`src/rtl/game_input_arbiter.sv`:
```
// game_input_arbiter: shares the game counter between two players by turning their button levels into inc/dec pulses.
// Latency: a pulse comes one cycle after the press is sampled. The loser of a simultaneous press pulses one cycle later (2 cycles worst case).
// Backpressure: none. Every pulse is accepted. A repeat that fires while a press is still waiting merges into that single pending entry.
//
// Optional feature: define GAME_AUTO_REPEAT_EN to build the held-button auto-repeat
// FSMs (REPEAT_DELAY, REPEAT_PERIOD, TMR_W). Without it those parameters are ignored.
//
// Ports:
//   clk                 rising-edge system clock
//   reset_n             asynchronous active-low reset
//   enable              0 freezes the game: no pulses, pending requests dropped
//   p0_inc, p0_dec      player 0 debounced button levels
//   p1_inc, p1_dec      player 1 debounced button levels
//   inc_btn, dec_btn    registered one-cycle pulses to the counter (never both)
//   grant[1:0]          one-hot owner of the current pulse (bit0 = p0), 0 when idle
//   busy                registered, high while any request is pending
module game_input_arbiter #(
    parameter int REPEAT_DELAY  = 25_000_000,
    parameter int REPEAT_PERIOD = 5_000_000,
    parameter int TMR_W         = 25
) (
    input  logic       clk,
    input  logic       reset_n,
    input  logic       enable,
    input  logic       p0_inc,
    input  logic       p0_dec,
    input  logic       p1_inc,
    input  logic       p1_dec,
    output logic       inc_btn,
    output logic       dec_btn,
    output logic [1:0] grant,
    output logic       busy
);

    // Per-player vectors: bit0 = player 0, bit1 = player 1.
    logic [1:0] btn_inc;
    logic [1:0] btn_dec;
    logic [1:0] eff_inc;
    logic [1:0] eff_dec;
    logic [1:0] prev_inc;
    logic [1:0] prev_dec;
    logic [1:0] press;
    logic [1:0] pend;
    logic [1:0] pend_nxt;
    logic [1:0] dir_dec;     // stored direction: 1 = decrement
    logic [1:0] gnt;
    logic [1:0] rpt_set;
    logic       rr_ptr;      // 0: player 0 wins the next tie

    assign btn_inc = {p1_inc, p0_inc};
    assign btn_dec = {p1_dec, p0_dec};

    // Both buttons pressed counts as no request.
    assign eff_inc = btn_inc & ~btn_dec;
    assign eff_dec = btn_dec & ~btn_inc;

    // A press is any change into INC or DEC. This includes a direct INC<->DEC swap.
    assign press = (eff_inc & ~prev_inc) | (eff_dec & ~prev_dec);

    always_comb begin
        gnt = 2'b00;
        if (enable) begin
            if (&pend) begin
                gnt = rr_ptr ? 2'b10 : 2'b01;
            end else begin
                gnt = pend;
            end
        end
    end

    // A fresh press or repeat in the same cycle as a grant re-arms the entry.
    assign pend_nxt = enable ? ((pend & ~gnt) | press | rpt_set) : 2'b00;

    always_ff @(posedge clk or negedge reset_n) begin
        if (!reset_n) begin
            prev_inc <= 2'b00;
            prev_dec <= 2'b00;
            pend     <= 2'b00;
            dir_dec  <= 2'b00;
            rr_ptr   <= 1'b0;
            busy     <= 1'b0;
            inc_btn  <= 1'b0;
            dec_btn  <= 1'b0;
            grant    <= 2'b00;
        end else begin
            // History keeps tracking while disabled. As a result, a button held across
            // re-enable does not count as a new press.
            prev_inc <= eff_inc;
            prev_dec <= eff_dec;
            pend     <= pend_nxt;
            busy     <= |pend_nxt;
            if (enable) begin
                dir_dec <= (dir_dec & ~press) | (eff_dec & press);
            end
            // After any grant, the other player gets priority on the next tie.
            if (|gnt) begin
                rr_ptr <= gnt[0];
            end
            inc_btn <= |(gnt & ~dir_dec);
            dec_btn <= |(gnt & dir_dec);
            grant   <= gnt;
        end
    end

`ifdef GAME_AUTO_REPEAT_EN
    localparam logic [1:0] ST_IDLE   = 2'd0;
    localparam logic [1:0] ST_DELAY  = 2'd1;
    localparam logic [1:0] ST_REPEAT = 2'd2;

    localparam logic [TMR_W-1:0] DLY_LOAD = TMR_W'(REPEAT_DELAY - 1);
    localparam logic [TMR_W-1:0] PER_LOAD = TMR_W'(REPEAT_PERIOD - 1);

    logic [1:0] same_dir;
    logic [1:0] held;

    assign same_dir = (eff_inc & ~dir_dec) | (eff_dec & dir_dec);
    assign held     = eff_inc | eff_dec;

    genvar gp;
    generate
        for (gp = 0; gp < 2; gp++) begin : g_rpt
            logic [1:0]       state;
            logic [TMR_W-1:0] tmr;

            // A press that lands on the same cycle as a timer expiry restarts the delay.
            assign rpt_set[gp] = enable && (state != ST_IDLE) && !press[gp]
                                 && same_dir[gp] && (tmr == '0);

            always_ff @(posedge clk or negedge reset_n) begin
                if (!reset_n) begin
                    state <= ST_IDLE;
                    tmr   <= '0;
                end else if (!enable) begin
                    state <= ST_IDLE;
                    tmr   <= '0;
                end else if (press[gp]) begin
                    state <= ST_DELAY;
                    tmr   <= DLY_LOAD;
                end else if (state != ST_IDLE) begin
                    if (!held[gp]) begin
                        state <= ST_IDLE;
                    end else if (same_dir[gp]) begin
                        if (tmr == '0) begin
                            state <= ST_REPEAT;
                            tmr   <= PER_LOAD;
                        end else begin
                            tmr <= tmr - TMR_W'(1);
                        end
                    end
                end
            end
        end
    endgenerate
`else
    assign rpt_set = 2'b00;

    // The repeat parameters have no meaning in this build.
    logic unused_cfg;
    assign unused_cfg = ^{32'(REPEAT_DELAY), 32'(REPEAT_PERIOD), 32'(TMR_W)};
`endif

endmodule
```
`config.mk`:
```
export PLATFORM = sky130hd
export DESIGN_NAME = game_input_arbiter
export DESIGN_NICKNAME = d
export VERILOG_FILES = /design/src/rtl/game_input_arbiter.sv
export SDC_FILE = /design/constraint.sdc
export NUM_CORES = 1
export LEC_CHECK = 0
export ABC_AREA = 1
export CORE_AREA = 5 5 42 44
export DETAILED_ROUTE_END_ITERATION = 8
export DIE_AREA = 0 0 47 49
export PLACE_DENSITY = 0.8
export SYNTH_ARGS = -nofsm -noshare
export SYNTH_HDL_FRONTEND = slang
export SYNTH_SLANG_ARGS = --single-unit
```
`constraint.sdc`:
```
create_clock -name clk -period 2.7 [get_ports clk]
set_clock_uncertainty 0.1 [all_clocks]
set_input_delay 0.675 -clock clk [delete_from_list [all_inputs] [get_ports clk]]
set_output_delay 0.675 -clock clk [all_outputs]
set_load 0.005 [all_outputs]
```
==> flow_summary.yaml <==
clocking:
  cts_buffers: 3
  cts.sinks: 14
  cts_tree: "yes"
  cts_root_buf: "clkbuf_4"
  post_cts_buffers: 0
  htreeDepth: 1
  path_clk_slew_ps: 80
  cts_resized: 0
  clk_path_buf_depth: 2
  holdBufCountCts: 0
  clk_latency_ps: 270
critical_path:
  path_buf_inv: 1
  worstPathRequired_ps: 1920
  cp-end-kind: "primary output"
  cpMaxStageDelayCell: "clkdlybuf4s50_1"
  crit_family: "buffers and inverters"
  setup.worst_path.start: "busy"
  reg2reg_from: "pend[1]"
  crit_path_cell_trace: "clkdlybuf4s50_1"
  path_class: "flop to primary output"
  cpPeakStageDelay_ps: 500
  startpoint_type: "flop"
  worstPathArrival_ps: 1110
  cp_max_fo: 1
timing:
  min_period_over_period_pct: 69.94
  rsz0062_at_grt: "false"
  worst_pin_slew_ps: 617.3
  slew_violations: 0
  tns_ps: 0
  fmaxAchievable_mhz: 529.6
  setup_viol: 0
  layout_min_cycle_time_ps: 1888
  final-hold-violation-count: 0
  whs_ps: 419.7
  slew_headroom_pct: 58.72
detailed_routing:
  dr_total_vias: 409
  ant_nets: 0
  drt_wl_total_um: 954
  drt-vias-per-instance: 4.495
  dr.pass1.iters: 2
  routedWlPerCell_um: 10.48
  drc_errors: 0
  drt_iter0_drc: 5
power_and_ir_drop:
  p_leak_nw: 0.3920
  power_mw: 0.4453
  peakVddDrop_v: 0.0002769
  powerDensity_nw_per_um2: 603.2
grt:
  antenna_found_initial: 0
  grt_max_degree: 15
  grt_pass1_vias: 423
  grt_pass1_wl_um: 1697
  grt_use_total_pct: 10.29
  grt_overflow: 0
placement:
  portBuffers: 11
  routabilityCongestion: 0.7336
  dpl_cell_area_um2: 701.9
  hpwl_um: 751.2
die:
  start_util_pct: 41.61
  ioPinCount: 12
  die_h_um: 49
  coreArea_um2: 1401
  die_area_um2: 2303
  die_w_um: 47
  rows: 14
cells_and_area:
  fillerInstances: 144
  antenna-diode-count: 0
  layout-drive-gt1-share_pct: 12.00
  nets: 83
  area.growth.synth_to_final_pct: 26.61
  final_cell_area_um2: 738.2
  utilization_pct: 52.68
synth:
  synthCells: 61
  avgSynthCellArea_um2: 9.558
  ys_warn_count: 0
  synth_top_cell_by_area: "dfrtp_1"
  syn-num-nets: 68
  synthesis.area_um2: 583.1
  yosysMostFrequentCell: "nand2_1"
  yosysTopAreaCellShare_pct: 60.09
  async_flop_share_pct: 100.0
  seq_area_frac_synth_pct: 60.09
  synth.area.top_cells: "dfrtp_1, nand2_1, inv_1, nand3_1, nor2_1"
  yosys_register_bits: 14
  synthDistinctLibCells: 14
  ys.flop_type: "dfrtp_1"
  netlist_top_cells_count: "nand2_1, dfrtp_1, inv_1"
  synth_edf_count: 0
min_path:
  hp-class: "flop to flop"
run:
  timing.max_cap.violations: 0
outcome:
  status: "completed"
-- metal layers --
metal	routed length (um)	global-route usage (%)
met3	69	2.583
met4	9	6.912
met2	486	15.84
met5	0	0
met1	388	11.98
-- path summary, 6_finish.rpt --
| path | end | slack (ps) | cells past startpoint |
|---|---|---|---|
| min | inc_btn | 420 | 1 |
| max in group asynchronous | prev_inc[0] | 1420 | 1 |
| min in group asynchronous | pend[1] | 680 | 1 |
| max | busy | 810 | 1 |
| max reg2reg | busy | 1670 | 4 |
| min reg2reg | inc_btn | 420 | 1 |
-- kinds of logic (layout without fill, tap and decap cells) --
family                 after synthesis  after routing  share of synthesized area [%]
AND/OR/NAND/NOR                     29             29                          22.75
flip-flops                          14             14                          60.09
buffers and inverters               13             27                          9.656
AO/OA/AOI/OAI                        5              5                          7.510
-- layout by cell type, fill, tap and decap left out, drive strengths merged --
cell            n
nand2          16
dfrtp          14
inv            12
clkdlybuf4s50  11
nor2            6
nand3           6
clkbuf          4
a21oi           3
nand3b          1
o22ai           1
o21ai           1
-- metrics by stage --
stage | setup WS [ps] | instances
3_3_place_gp | 785.2 | 87
2_1_floorplan | 1388 | 61
4_1_cts | 795.9 | 91
5_1_grt | 754.7 | 91
6_report | 811.7 | 91
3_5_place_dp | 744.3 | 87
-- area by class of cell --
class	instances	area (um^2)	area share [%]
Sequential cell	14	350.3	47.46
Timing Repair Buffer	11	110.1	14.92
Multi-Input combinational cell	34	176.4	23.90
Tap cell	16	20.02	2.712
Inverter	12	45.04	6.102
Clock buffer	4	36.28	4.915
-- power by group --
| group | internal, mW | switching [mW] |
|---|---|---|
| Sequential | 0.227 | 0.0115 |
| Clock | 0.0820 | 0.0664 |
| Combinational | 0.0277 | 0.0304 |
| Total | 0.337 | 0.108 |
No activity file was read; power rests on OpenSTA's default activity.
